[src/rtl/ship_input_pkg.sv]
// Shared scan codes, key indices and prefix-FSM encoding for the ship input path.
// Latency: n/a (declarations only).
// Backpressure: n/a.
//
// Contents: PS/2 set-2 scan-code constants, bitmap index of each ship key,
// prefix FSM state encoding and a scan-code -> key-index lookup helper.
package ship_input_pkg;

  // Protocol bytes
  localparam logic [7:0] SC_BREAK  = 8'hF0;
  localparam logic [7:0] SC_EXT    = 8'hE0;
  localparam logic [7:0] SC_BAT_OK = 8'hAA;

  // Ship key scan codes (the arrows are only meaningful after E0)
  localparam logic [7:0] SC_A      = 8'h1C;
  localparam logic [7:0] SC_D      = 8'h23;
  localparam logic [7:0] SC_S      = 8'h1B;
  localparam logic [7:0] SC_W      = 8'h1D;
  localparam logic [7:0] SC_SPACE  = 8'h29;
  localparam logic [7:0] SC_UP     = 8'h75;
  localparam logic [7:0] SC_LEFT   = 8'h6B;
  localparam logic [7:0] SC_DOWN   = 8'h72;
  localparam logic [7:0] SC_RIGHT  = 8'h74;

  // Bit position of each key in the held/tapped bitmaps
  localparam int KEY_A     = 0;
  localparam int KEY_D     = 1;
  localparam int KEY_S     = 2;
  localparam int KEY_W     = 3;
  localparam int KEY_SPACE = 4;
  localparam int KEY_UP    = 5;
  localparam int KEY_LEFT  = 6;
  localparam int KEY_DOWN  = 7;
  localparam int KEY_RIGHT = 8;
  localparam int NUM_KEYS  = 9;

  typedef enum logic [1:0] {
    PS_IDLE    = 2'd0,
    PS_EXT     = 2'd1,
    PS_BRK     = 2'd2,
    PS_EXT_BRK = 2'd3
  } prefix_state_t;

  typedef struct packed {
    logic       hit;
    logic [3:0] idx;
  } key_lookup_t;

  // Extended and plain code spaces are disjoint: 75/6B/72/74 without E0 are
  // keypad keys and must not alias onto the arrows.
  function automatic key_lookup_t lookup_key(input logic [7:0] code, input logic ext);
    key_lookup_t r;
    r.hit = 1'b1;
    r.idx = 4'(KEY_A);
    if (!ext) begin
      case (code)
        SC_A:     r.idx = 4'(KEY_A);
        SC_D:     r.idx = 4'(KEY_D);
        SC_S:     r.idx = 4'(KEY_S);
        SC_W:     r.idx = 4'(KEY_W);
        SC_SPACE: r.idx = 4'(KEY_SPACE);
        default:  r.hit = 1'b0;
      endcase
    end else begin
      case (code)
        SC_UP:    r.idx = 4'(KEY_UP);
        SC_LEFT:  r.idx = 4'(KEY_LEFT);
        SC_DOWN:  r.idx = 4'(KEY_DOWN);
        SC_RIGHT: r.idx = 4'(KEY_RIGHT);
        default:  r.hit = 1'b0;
      endcase
    end
    return r;
  endfunction

endpackage

[src/rtl/scan_prefix_decoder.sv]
// Tracks E0/F0 prefixes of the PS/2 byte stream and emits one key event per completed code.
// Latency: 0 (events are combinational in the cycle of the completing byte).
// Backpressure: none; accepts one byte per cycle, abandons a prefix after PREFIX_TIMEOUT idle cycles.
//
// Ports: i_clk, i_reset (async, active-high), i_rx_data/i_rx_done_tick (byte strobe);
//        o_key_evt with o_key_idx/o_is_break/o_is_ext for table keys, o_bat_ok for AA in IDLE.
module scan_prefix_decoder
  import ship_input_pkg::*;
#(
  parameter int PREFIX_TIMEOUT = 50000
) (
  input  logic       i_clk,
  input  logic       i_reset,
  input  logic [7:0] i_rx_data,
  input  logic       i_rx_done_tick,
  output logic       o_key_evt,
  output logic [3:0] o_key_idx,
  output logic       o_is_break,
  output logic       o_is_ext,
  output logic       o_bat_ok
);

  localparam int CW = (PREFIX_TIMEOUT > 1) ? $clog2(PREFIX_TIMEOUT) : 1;

  prefix_state_t r_state;
  prefix_state_t w_state_nxt;
  logic [CW-1:0] r_to_cnt;
  logic          w_timeout;
  key_lookup_t   w_lk;

  // Counter holds the number of silent cycles already spent in a prefix state;
  // the PREFIX_TIMEOUT-th silent cycle drops back to IDLE.
  assign w_timeout = (r_state != PS_IDLE) && !i_rx_done_tick &&
                     (r_to_cnt == CW'(PREFIX_TIMEOUT - 1));

  assign w_lk = lookup_key(i_rx_data, (r_state == PS_EXT) || (r_state == PS_EXT_BRK));

  always_ff @(posedge i_clk or posedge i_reset) begin
    if (i_reset) begin
      r_state  <= PS_IDLE;
      r_to_cnt <= '0;
    end else begin
      r_state <= w_state_nxt;
      if ((r_state == PS_IDLE) || i_rx_done_tick || w_timeout) begin
        r_to_cnt <= '0;
      end else begin
        r_to_cnt <= r_to_cnt + CW'(1);
      end
    end
  end

  always_comb begin
    w_state_nxt = r_state;
    if (i_rx_done_tick) begin
      case (r_state)
        PS_IDLE: begin
          if (i_rx_data == SC_EXT)        w_state_nxt = PS_EXT;
          else if (i_rx_data == SC_BREAK) w_state_nxt = PS_BRK;
        end
        PS_EXT:  w_state_nxt = (i_rx_data == SC_BREAK) ? PS_EXT_BRK : PS_IDLE;
        // In a break state every byte, including E0, is the awaited key byte.
        default: w_state_nxt = PS_IDLE;
      endcase
    end else if (w_timeout) begin
      w_state_nxt = PS_IDLE;
    end
  end

  always_comb begin
    o_key_evt  = 1'b0;
    o_is_break = 1'b0;
    o_is_ext   = 1'b0;
    o_bat_ok   = 1'b0;
    o_key_idx  = w_lk.idx;
    if (i_rx_done_tick) begin
      case (r_state)
        PS_IDLE: begin
          if (i_rx_data == SC_BAT_OK) begin
            o_bat_ok = 1'b1;
          end else if ((i_rx_data != SC_EXT) && (i_rx_data != SC_BREAK)) begin
            o_key_evt = w_lk.hit;
          end
        end
        PS_EXT: begin
          if (i_rx_data != SC_BREAK) begin
            o_key_evt = w_lk.hit;
            o_is_ext  = 1'b1;
          end
        end
        PS_BRK: begin
          o_key_evt  = w_lk.hit;
          o_is_break = 1'b1;
        end
        default: begin
          o_key_evt  = w_lk.hit;
          o_is_break = 1'b1;
          o_is_ext   = 1'b1;
        end
      endcase
    end
  end

endmodule

[src/rtl/ship_input_ctrl.sv]
// Frame-synchronous ship control scheduler: key bitmaps from PS/2 bytes, latched once per frame, fire metered by cooldown.
// Latency: control outputs and ctrl_valid update 1 cycle after frame_tick; bitmap updates 1 cycle after rx_done_tick.
// Backpressure: none; accepts one byte per cycle, no ready signal.
//
// Ports: i_clk, i_reset (async, active-high), i_rx_data/i_rx_done_tick (receiver bytes),
//        i_frame_tick (frame strobe); o_p1_ctrl/o_p2_ctrl {up,down,right,left}, o_fire_pulse,
//        o_ctrl_valid, o_kbd_reset_seen (sticky BAT-passed flag).
// Build option: define SHIP_INPUT_P2_EN to decode the player-2 arrow keys; otherwise o_p2_ctrl is 0.
module ship_input_ctrl
  import ship_input_pkg::*;
#(
  parameter int FIRE_COOLDOWN  = 8,
  parameter int PREFIX_TIMEOUT = 50000
) (
  input  logic       i_clk,
  input  logic       i_reset,
  input  logic [7:0] i_rx_data,
  input  logic       i_rx_done_tick,
  input  logic       i_frame_tick,
  output logic [3:0] o_p1_ctrl,
  output logic [3:0] o_p2_ctrl,
  output logic       o_fire_pulse,
  output logic       o_ctrl_valid,
  output logic       o_kbd_reset_seen
);

`ifdef SHIP_INPUT_P2_EN
  localparam bit P2_EN = 1'b1;
  localparam int NK    = NUM_KEYS;
`else
  localparam bit P2_EN = 1'b0;
  localparam int NK    = KEY_SPACE + 1;
`endif

  logic          w_key_evt, w_is_break, w_is_ext, w_bat_ok, w_evt_use, w_fire;
  logic [3:0]    w_key_idx;
  logic [NK-1:0] r_held, r_tapped, w_held_nxt, w_tapped_nxt, w_key_mask, w_vis;
  logic [7:0]    r_cooldown;
  logic [3:0]    r_p1;
  logic          r_fire, r_valid, r_kbd;

  scan_prefix_decoder #(
    .PREFIX_TIMEOUT(PREFIX_TIMEOUT)
  ) u_dec (
    .i_clk         (i_clk),
    .i_reset       (i_reset),
    .i_rx_data     (i_rx_data),
    .i_rx_done_tick(i_rx_done_tick),
    .o_key_evt     (w_key_evt),
    .o_key_idx     (w_key_idx),
    .o_is_break    (w_is_break),
    .o_is_ext      (w_is_ext),
    .o_bat_ok      (w_bat_ok)
  );

  // Without player 2 the extended keys have no bitmap slot; drop their events.
  assign w_evt_use  = w_key_evt & (P2_EN | ~w_is_ext);
  assign w_key_mask = w_evt_use ? (NK'(1) << w_key_idx) : '0;
  assign w_vis      = r_held | r_tapped;
  assign w_fire     = (r_cooldown == 8'd0) && w_vis[KEY_SPACE];

  // The frame latch reads the registered bitmap, so a byte landing in the frame
  // cycle is applied after the tapped clear and its tap carries to the next frame.
  always_comb begin
    w_held_nxt   = r_held;
    w_tapped_nxt = i_frame_tick ? '0 : r_tapped;
    if (w_bat_ok) begin
      w_held_nxt   = '0;
      w_tapped_nxt = '0;
    end else if (w_is_break) begin
      w_held_nxt = w_held_nxt & ~w_key_mask;
    end else begin
      w_held_nxt   = w_held_nxt | w_key_mask;
      w_tapped_nxt = w_tapped_nxt | w_key_mask;
    end
  end

  always_ff @(posedge i_clk or posedge i_reset) begin
    if (i_reset) begin
      r_held     <= '0;
      r_tapped   <= '0;
      r_cooldown <= '0;
      r_p1       <= '0;
      r_fire     <= 1'b0;
      r_valid    <= 1'b0;
      r_kbd      <= 1'b0;
    end else begin
      r_held   <= w_held_nxt;
      r_tapped <= w_tapped_nxt;
      r_valid  <= i_frame_tick;
      r_fire   <= i_frame_tick & w_fire;
      if (w_bat_ok) r_kbd <= 1'b1;
      if (i_frame_tick) begin
        r_p1 <= {w_vis[KEY_W], w_vis[KEY_S], w_vis[KEY_D], w_vis[KEY_A]};
        if (w_fire)                   r_cooldown <= 8'(FIRE_COOLDOWN - 1);
        else if (r_cooldown != 8'd0)  r_cooldown <= r_cooldown - 8'd1;
      end
    end
  end

`ifdef SHIP_INPUT_P2_EN
  logic [3:0] r_p2;
  always_ff @(posedge i_clk or posedge i_reset) begin
    if (i_reset) begin
      r_p2 <= '0;
    end else if (i_frame_tick) begin
      r_p2 <= {w_vis[KEY_UP], w_vis[KEY_DOWN], w_vis[KEY_RIGHT], w_vis[KEY_LEFT]};
    end
  end
  assign o_p2_ctrl = r_p2;
`else
  assign o_p2_ctrl = 4'b0000;
`endif

  assign o_p1_ctrl        = r_p1;
  assign o_fire_pulse     = r_fire;
  assign o_ctrl_valid     = r_valid;
  assign o_kbd_reset_seen = r_kbd;

endmodule

[config.mk]
export PLATFORM = sky130hd
export DESIGN_NAME = ship_input_ctrl
export DESIGN_NICKNAME = d
export VERILOG_FILES = /design/src/rtl/ship_input_pkg.sv /design/src/rtl/scan_prefix_decoder.sv /design/src/rtl/ship_input_ctrl.sv
export SDC_FILE = /design/constraint.sdc
export NUM_CORES = 1
export LEC_CHECK = 0
export BUFFER_PORTS_ARGS = -buffer_cell sky130_fd_sc_hd__buf_4
export CORE_MARGIN = 2
export CORE_UTILIZATION = 35
export CTS_BUF_LIST = sky130_fd_sc_hd__clkbuf_16
export CTS_CLUSTER_SIZE = 10
export DETAILED_ROUTE_END_ITERATION = 8
export PLACE_DENSITY = 0.58
export SYNTH_ARGS = -nofsm -noshare
export SYNTH_HDL_FRONTEND = slang
export SYNTH_SLANG_ARGS = --single-unit
[constraint.sdc]
create_clock -name i_clk -period 2.2 [get_ports i_clk]
set_clock_uncertainty 0.2 [all_clocks]
set_input_delay 0.11 -clock i_clk [delete_from_list [all_inputs] [get_ports i_clk]]
set_output_delay 0.11 -clock i_clk [all_outputs]
set_load 0.02 [all_outputs]
# Yosys cells after proc, flatten, opt, wreduce, memory -nomap -nowiden
# Index checks and enable logic that the tools add are counted.
# Widths: inputs -> output; s select.
[op_classes]
add_sub_neg = 2
eq_ne = 19
shift = 1
muxes = 33
n_bitwise = 8
reduce_logical = 20
[op_table]
columns = ["operator", "count"]
rows = [
  ["$mux 5", 7],
  ["$eq 8x7->1 const B", 4],
  ["$eq 8x5->1 const B", 3],
  ["$eq 8x8->1 const B", 3],
  ["$add 16x1->16 const B", 1],
  ["$eq 16x16->1 const B", 1],
  ["$eq 8x6->1 const B", 2],
  ["$mux 16", 1],
  ["$mux 8", 2],
  ["$ne 8x8->1 const B", 2],
  ["$pmux 4 s4", 1],
  ["$or 5x5->5", 3],
  ["$mux 1", 13],
  ["$pmux 3 s4", 1],
  ["$mux 2", 5],
  ["$logic_not 8->1", 1],
  ["$reduce_bool 8->1", 1],
  ["$sub 8x1->8 const B", 1],
  ["$reduce_bool 2->1", 3],
  ["$and 5x5->5", 1],
  ["$not 5->5", 1],
  ["$reduce_or 5->1", 1],
  ["$shl 1x4->5 const A", 1],
  ["$eq 2x2->1 const B", 2],
  ["other kinds (13)", 22],
]
[totals]
reg_bits = 43
in_bits = 12
wordCells = 92

# Logic depth before layout (Yosys ltp)
# Gate-level depths: netlist of run 1.
[depth]
depth_word = 14
depth_mapped = 7
mapped_depth_nobuf = 7

# Modules after synthesis
# Synthesis of run 1 repeated with hierarchy kept, for this count alone.
[unflattened]
hier_cells = 255
area_unflattened_um2 = 2389.8
[modules_own_cells]
columns = ["mod", "n_inst", "cells_per_inst", "area_each_um2", "seq_area_each_um2"]
rows = [
  ["ship_input_ctrl", 1, 117, 1208.7, 625.6],
  ["scan_prefix_decoder", 1, 138, 1181.1, 450.4],
]

# Worst setup path after synthesis of run 1
# Ideal clock, no wire load.
[synth_path]
path_kind = "reg-to-reg"
startpoint = "register r_cooldown[0]"
endpoint = "register r_cooldown[3]"
arrival_ns = 1.807
required_ns = 1.875
slack_ns = 0.069
stages_incl_launch_ff = 8
path_buffers = 0
synth_period_minus_slack_ns = 2.131
cell_sequence = "dfrtp_1 inv_1 ha_1 or3b_2 nand2b_1 nor2_1 nor2_1 mux2_2"
[synth_between]
elab_chain_len = 4
elab_cells_between_ends = 8
[synth_lines]
columns = ["element", "line", "text"]
rows = [
  ["start, declared", "ship_input_ctrl.sv:38", "logic [7:0] r_cooldown;"],
  ["start signal, assigned", "ship_input_ctrl.sv:95", "if (w_fire) r_cooldown <= 8'(FIRE_COOLDOWN - 1);"],
  ["start signal, assigned", "ship_input_ctrl.sv:96", "else if (r_cooldown != 8'd0) r_cooldown <= r_cooldown - 8'd1;"],
  ["parallel branches: the longest is 4 deep, another holds $sub 8x1->8", "--", ""],
]
# Parallel ways; which one is timed is not known. The select of a mux whose other input is x is not followed.
# A chain may end at the register's enable or synchronous reset.

# Worst setup path in the final report of run 1
[layout_path]
startpoint = "register u_dec.r_state[0]"
endpoint = "register r_held[4]"
[layout_between]
elab_chain_len = 13
elab_cells_between_ends = 28
[layout_lines]
columns = ["element", "line", "text"]
rows = [
  ["start, declared", "scan_prefix_decoder.sv:25", "prefix_state_t r_state;"],
  ["start signal, assigned", "scan_prefix_decoder.sv:43", "r_state <= w_state_nxt;"],
  ["$eq 2x1->1 / $eq 2x2->1 (equally long branches)", "scan_prefix_decoder.sv:36, scan_prefix_decoder.sv:76", ""],
  ["$logic_or 1x1->1", "scan_prefix_decoder.sv:36", "assign w_lk = lookup_key(i_rx_data, (r_state == PS_EXT) || (r_state == PS_EXT_BRK));"],
  ["$mux 5", "ship_input_pkg.sv:55", "if (!ext) begin"],
  ["$mux 1", "scan_prefix_decoder.sv:80", "end else if ((i_rx_data != SC_EXT) && (i_rx_data != SC_BREAK)) begin"],
  ["$mux 1", "scan_prefix_decoder.sv:78", "if (i_rx_data == SC_BAT_OK) begin"],
  ["$pmux 1 s2", "scan_prefix_decoder.sv:76", "case (r_state)"],
  ["$mux 1", "scan_prefix_decoder.sv:75", "if (i_rx_done_tick) begin"],
  ["$and 1x1->1", "ship_input_ctrl.sv:57", "assign w_evt_use = w_key_evt & (P2_EN | ~w_is_ext);"],
  ["$mux 5", "ship_input_ctrl.sv:58", "assign w_key_mask = w_evt_use ? (NK'(1) << w_key_idx) : '0;"],
  ["$not 5->5", "ship_input_ctrl.sv:71", "w_held_nxt = w_held_nxt & ~w_key_mask;"],
  ["$and 5x5->5", "ship_input_ctrl.sv:71", ""],
  ["$mux 5", "ship_input_ctrl.sv:70", "end else if (w_is_break) begin"],
  ["$mux 5 *", "ship_input_ctrl.sv:67", "if (w_bat_ok) begin"],
  ["named net w_held_nxt[4]", "ship_input_ctrl.sv:37", "logic [NK-1:0] r_held, r_tapped, w_held_nxt, w_tapped_nxt, w_key_mask, w_vis;"],
  ["end signal, assigned", "ship_input_ctrl.sv:88", "r_held <= w_held_nxt;"],
  ["end, declared", "ship_input_ctrl.sv:37", ""],
]
# Mark *: on every way through the listed nets, which the timed path passes. The rest lies on a longest branch.

==> results of run 1 <==
==> power by group <==
part | switching (uW) | internal, uW | total [uW]
Sequential | 68.1 | 877 | 945
Clock | 287 | 528 | 815
Combinational | 217 | 195 | 413
Total | 572 | 1600 | 2170
==> kinds of logic after synthesis <==
kind of cell	after synthesis
multiplexers	3
flip-flops	43
AO/OA/AOI/OAI	37
other	1
adder cells (fa/ha/maj)	3
buffers and inverters	19
AND/OR/NAND/NOR	117
XOR/XNOR	17
==> worst max-delay path, cell delays in order (launching register included) <==
cell and delay, ns:
dfrtp_1 0.43, or2_2 0.32, or4_1 0.51, o2111ai_1 0.19, nor2_1 0.11, a31o_1 0.19
==> layer usage <==
layer | vias to the layer above | GRT usage | routed length [um]
met5 | - | 0 | 0
met4 | 0 | 0.04762 | 61
met3 | 4 | 0.02887 | 192
met2 | 40 | 0.2138 | 2181
met1 | 885 | 0.1857 | 2217
li1 | 912 | - | -
==> cell type report <==
class | count | area [um^2] | share of cell area
timing repair buffer | 35 | 279.0 | 0.09841
tap | 77 | 96.34 | 0.03398
clock buffer | 5 | 125.1 | 0.04413
multi-input combinational | 181 | 1187 | 0.4188
inverter | 9 | 33.78 | 0.01192
clock inverter | 2 | 37.54 | 0.01324
sequential | 43 | 1076 | 0.3795
==> state kept, by name, summed over array words and instances, names as in the netlist <==
name              cells
o_ctrl_valid          1
o_fire_pulse          1
o_kbd_reset_seen      1
o_p1_ctrl             4
r_cooldown            8
r_held                5
r_tapped              5
u_dec.r_state         2
u_dec.r_to_cnt       16
==> what timing repair did <==
item,4_1_cts,5_1_grt
setup buffers,0,2
hold buffers,4,0
endpoints found under the setup margin,1,8
pin swaps,0,3
hold endpoints to repair,25,0
resized for setup,1,7
==> how the worst max path moves through the flow <==
stage | startpoint | end | slack [ns] | depth (start not counted)
5_1_grt | u_dec.r_state[0]$_DFFE_PP0P_ | r_held[4]$_DFF_PP0_ | 0.06 | 5
3_3_place_gp | r_cooldown[0]$_DFFE_PP0P_ | r_cooldown[3]$_DFFE_PP0P_ | 0.05 | 5
3_5_place_dp | r_cooldown[0]$_DFFE_PP0P_ | r_cooldown[3]$_DFFE_PP0P_ | -0.01 | 5
4_1_cts | r_cooldown[0]$_DFFE_PP0P_ | r_cooldown[3]$_DFFE_PP0P_ | 0.02 | 5
6_report | u_dec.r_state[0]$_DFFE_PP0P_ | r_held[4]$_DFF_PP0_ | 0.13 | 5
2_1_floorplan | r_cooldown[0]$_DFFE_PP0P_ | r_cooldown[3]$_DFFE_PP0P_ | 0.07 | 7
==> layout by cell type (no fill, tap or decap), types with 4 or more instances in the layout <==
| cell | count |
|---|---|
| nor3_1 | 7 |
| o21ai_0 | 9 |
| dfrtp_1 | 43 |
| nand3b_1 | 4 |
| inv_1 | 8 |
| a21oi_1 | 7 |
| xnor2_1 | 12 |
| and3_1 | 5 |
| nand4_1 | 5 |
| nand3_1 | 8 |
| conb_1 | 4 |
| clkbuf_16 | 5 |
| xor2_1 | 5 |
| nand2_1 | 14 |
| buf_4 | 30 |
| nand2b_1 | 4 |
| nor2_1 | 36 |
| nor4_1 | 4 |
==> through the flow <==
step | total power (uW) | area [um^2] | util | setup WS [ns]
6_report | 2173 | 2835 | 0.4440 | 0.1347
5_1_grt | 2285 | 2835 | 0.4440 | 0.06343
4_1_cts | 2180 | 2794 | 0.4375 | 0.02445
3_5_place_dp | 1336 | 2581 | 0.4042 | -0.01053
3_3_place_gp | 1324 | 2581 | 0.4042 | 0.05371
2_1_floorplan | 1201 | 2336 | - | 0.06856
==> results by group, run 1 <==
Outcome
  – Run status: complete, no violations

Synth
  – Most repeated cell in the gate-level netlist after synthesis: dfrtp_1
  – Post-synthesis share of cell area spent on full adders, half adders and majority gates: 0.01615
  – Flop and latch count out of synthesis: 43
  – Dominant synthesized flop cell: dfrtp_1
  – Xor-xnor portion of the synthesized cell area: 0.06405
  – Number of enable-type register cells in the synthesized netlist: 0
  – Post-synthesis simple-gate area fraction: 0.2799
  – Post-synthesis async set-or-reset flop share: 1.000
  – Mux share of post-synthesis cell area: 0.01346
  – Largest cells by area after synthesis: dfrtp_1 (46%), nor2_1 (6.0%), xnor2_1 (4.5%)
  – Synthesized-area fraction occupied by ao, oa, aoi and oai cells: 0.1179
  – Number of instances in the synthesized netlist: 240
  – Sequential fraction of the synthesis area: 0.4629
  – Yosys Warn Count: 0
  – Number of unique standard cell types used by synthesis: between 50 and 60
  – Library cell occupying the most area in the post-synthesis netlist: dfrtp_1
  – Post-synthesis instance area: 2325 um^2
  – Largest family of logic cells by synthesized area: simple AND/OR/NAND/NOR gates
  – Most instantiated cells after synthesis: dfrtp_1 (43), nor2_1 (37), nand2_1 (14), xnor2_1 (12)
  – Area share of the largest cell type after synthesis: 0.4629
  – Post-Synthesis Mean Instance Area: 9.686 um^2

Worst hold path
  – Capture endpoint of the worst hold path: u_dec.r_state[1]$_DFFE_PP0P_
  – Path type of the worst min-delay path: input port to register
  – Hold depth: 3
  – Start point of the worst hold path: i_rx_done_tick

Cells and area
  – Area Growth Syn to Fin: 21.96%
  – Layout cell share with drive strength beyond 1: 0.2036
  – Number of cells in the finished layout apart from fillers: around 350
  – Post-layout net count: between 200 and 300
  – Filler cell count in the final layout: 628
  – Antenna diode instance count: 0

Setup path
  – Category of the most critical setup path: register to register
  – Maximum fanout along the worst path: 6
  – Worst reg-to-reg setup slack: 0.13 ns
  – Depth of the worst register-to-register path: 5
  – Worst path arrival time: 2.04 ns
  – Worst Path Required: 2.17 ns
  – Reg-to-reg critical path startpoint: u_dec.r_state[0]$_DFFE_PP0P_
  – Endpoint of the most critical register-to-register path: r_held[4]$_DFF_PP0_
  – Category of the worst setup path launch point: register
  – Category of the worst setup path capture point: register

CTS
  – Number of buffers added by the clock tree synthesis step: 5
  – Number of sinks on the clock net: 43
  – Cell chosen for the clock root: clkbuf_16
  – Maximum level of the CTS H-tree: 2
  – Clk_lat worst skew: 0.28 ns
  – CTS clk-pin slew, worst paths: ~0.06 ns
  – Clock tree from TritonCTS: built
  – Clk buf depth: 2

Drt
  – Drt pass-1 iters: 4
  – Final WL: 4652 um
  – Number of vias per cell: approximately 5.2
  – Antenna-violating nets left: 0
  – Wirelength per Cell: 13.22 um
  – First DRT Iteration DRCs: 82
  – DRC viols: 0
  – Number of vias in the routed layout: 1841

Power
  – Leakage power: 0.001214 uW
  – Max VDD drop: 0.4660 mV
  – Total power per unit cell area: 766.4 nW/um^2

Placed design
  – DPL Wire Length: 3305 um
  – Buffers on Ports: 18
  – Number of cells after detailed placement: ~340
  – Placer's final routability congestion estimate: roughly 0.77

Global routing
  – Global-route wire length before repair: approximately 8100 um
  – Number of global-route vias before repair: between 1500 and 2000
  – Number of antenna violations at the first check in global routing: 0
  – Total gr overflow: 0
  – All-Layer GR Usage: 0.1357
  – Maximum number of pins on one net before global-route repair: 22

Timing
  – Final count of negative-setup-slack endpoints: 0
  – Final Hold Violating Endpoints: 0
  – Max frequency: 0.4842 GHz
  – Tightest hold margin: 0.01987 ns
  – Shortest clock period the worst path allows after layout: 2.065 ns
  – Setup repair after global routing missed its margin: no
  – Number of max-slew violations in the final report: 0
  – Worst slew margin relative to its limit: 0.5076
  – Sum Neg Setup Slack: 0 ns
  – Share of the cycle needed by the critical path after routing: 0.9388
  – Transition time at the pin with the least slew margin: around 0.73 ns

Floorplanning
  – Site row count: 29
  – I/O pin count: 23
  – Horiz. Die Dim: about 86 um
  – Area inside the core boundary: 6386 um^2
  – Total die area: between 7000 and 8000 um^2
  – Starting density of the core: 0.3640
  – Vertical extent of the die: 85.50 um

Job
  – MaxCap Viol Count: 0
(Power assumes the default switching activity.)
==> run 2, diff against run 1 <==
- CTS_BUF_LIST: sky130_fd_sc_hd__clkbuf_16 -> sky130_fd_sc_hd__clkbuf_4
==> results by group, run 2 (synthesis results as in run 1) <==
Power
  – Max VDD drop: about 0.4 mV
  – Leakage power: 0.001160 uW
  – Final total power: 1850 uW
  – Total power per unit cell area: approximately 670 nW/um^2

Global routing
  – Number of global-route vias before repair: roughly 1800
  – Total gr overflow: 0
  – Maximum number of pins on one net before global-route repair: 22
  – Number of antenna violations at the first check in global routing: 0
  – All-Layer GR Usage: 0.1343
  – Global-route wire length before repair: 8010 um

CTS
  – CTS clk-pin slew, worst paths: 0.13 ns
  – Maximum level of the CTS H-tree: 2
  – Number of sinks on the clock net: 43
  – Clk_lat worst skew: around 0.35 ns
  – Cell chosen for the clock root: clkbuf_4
  – Clk buf depth: 2
  – Number of buffers added by the clock tree synthesis step: 5
  – Clock tree from TritonCTS: built

Setup path
  – Reg-to-reg critical path startpoint: r_cooldown[4]$_DFFE_PP0P_
  – Depth of the worst register-to-register path: 3
  – Critical Path End: r_held[3]$_DFF_PP0_
  – Maximum fanout along the worst path: 10
  – Worst reg-to-reg setup slack: 0.11 ns
  – Endpoint of the most critical register-to-register path: r_cooldown[3]$_DFFE_PP0P_
  – Category of the worst setup path capture point: register
  – Worst path arrival time: 2.20 ns
  – Source of the critical timing path: i_rx_data[4]
  – Category of the most critical setup path: input port to register
  – Category of the worst setup path launch point: input port
  – Worst Path Required: 2.26 ns

Cells and area
  – Commonest cells after routing, fill and taps aside: dfrtp_1 (43), nor2_1 (36), buf_4 (29), nand2_1 (14), xnor2_1 (12)
  – Layout cell share with drive strength beyond 1: 0.1884
  – Antenna diode instance count: 0
  – Biggest regs: u_dec.r_to_cnt: 16 flops, r_cooldown: 8 flops
  – Register containing the most flip-flops in the final layout: u_dec.r_to_cnt
  – Largest register FFs: 16
  – Most common cell after layout, fill and taps aside: dfrtp_1
  – Post-layout net count: 291
  – Area Growth Syn to Fin: 18.57%

Floorplanning
  – Area inside the core boundary: 6386 um^2
  – Site row count: 29
  – I/O pin count: 23
  – Starting density of the core: 0.3640
  – Horiz. Die Dim: 85.50 um
  – Total die area: 7310 um^2
  – Vertical extent of the die: 85.50 um

Placed design
  – Placement-stage worst setup slack: -0.01053 ns
  – Buffers on Ports: 18
  – DPL Wire Length: approximately 3300 um
  – Placer's final routability congestion estimate: 0.7680

Worst hold path
  – Start point of the worst hold path: i_rx_data[5]
  – Path type of the worst min-delay path: input port to register

Drt
  – First DRT Iteration DRCs: 75
  – Antenna-violating nets left: 0
  – Number of vias in the routed layout: around 1800
  – Number of vias per cell: 5.176
  – Drt pass-1 iters: 4
  – Wirelength per Cell: 12.94 um
  – DRC viols: 0
  – Final WL: ~4600 um

Timing
  – Share of the cycle needed by the critical path after routing: 0.9724
  – Setup ws final: 0.06069 ns
  – Max frequency: 0.4674 GHz
  – Final Hold Violating Endpoints: 0
  – Setup repair after global routing missed its margin: no
  – Number of max-slew violations in the final report: 0
  – Shortest clock period the worst path allows after layout: 2.139 ns
  – Worst slew margin relative to its limit: 0.5142
  – Sum Neg Setup Slack: 0 ns
  – Transition time at the pin with the least slew margin: 0.7242 ns
  – Final count of negative-setup-slack endpoints: 0

Outcome
  – Run status: complete, no violations

Job
  – MaxCap Viol Count: 0
## run 2: timing repair
action	4_1_cts	5_1_grt
pin swaps	0	2
endpoints found under the hold margin	31	0
endpoints found under the setup margin	1	8
buffers inserted	0	0
gates resized for setup	1	5
hold buffers	7	0
## run 2: metrics by stage
step,std cells,hold WS (ns),instance area (um^2),utilization
floorplan,243,-0.05857,2336,-
global placement,339,-0.007585,2581,0.4042
detailed placement,339,-0.006529,2581,0.4042
CTS,353,0.02819,2736,0.4285
global route,353,0.06324,2756,0.4316
finish,353,0.05971,2756,0.4316
## run 2: worst min-delay path by stage
stage	endpoint	cells after the start
floorplan	o_ctrl_valid$_DFF_PP0_	0
global placement	o_fire_pulse$_DFF_PP0_	2
detailed placement	o_ctrl_valid$_DFF_PP0_	2
CTS	r_held[2]$_DFF_PP0_	4
global route	r_held[2]$_DFF_PP0_	4
finish	r_held[2]$_DFF_PP0_	4
## run 2: routing by layer
layer | up-vias | routed length [um] | track usage
li1 | 910 | - | -
met5 | - | 0 | 0
met2 | 37 | 2020 | 0.2074
met3 | 6 | 147 | 0.02695
met1 | 874 | 2324 | 0.1864
met4 | 0 | 75 | 0.05195
## run 2: power by group
| group | internal [uW] | switching, uW |
|---|---|---|
| clock network | 233 | 256 |
| logic | 194 | 222 |
| registers | 875 | 70.0 |
## run 2: worst max-delay path, stage by stage
cell and delay (ns):
dlygate4sd3_1 0.52, buf_4 0.16, or2b_1 0.25, or4_4 0.56, nor4_4 0.32, mux2i_1 0.22, nor2_1 0.05
## run 2: cell type report
class / instances / area (um^2)
well taps: 77 / 96.34
inverters: 9 / 33.78
repair buffers: 36 / 287.8
clock inverters: 2 / 37.54
fillers: 626 / 3630
flip-flops and latches: 43 / 1076
multi-input cells: 181 / 1187
clock buffers: 5 / 37.54
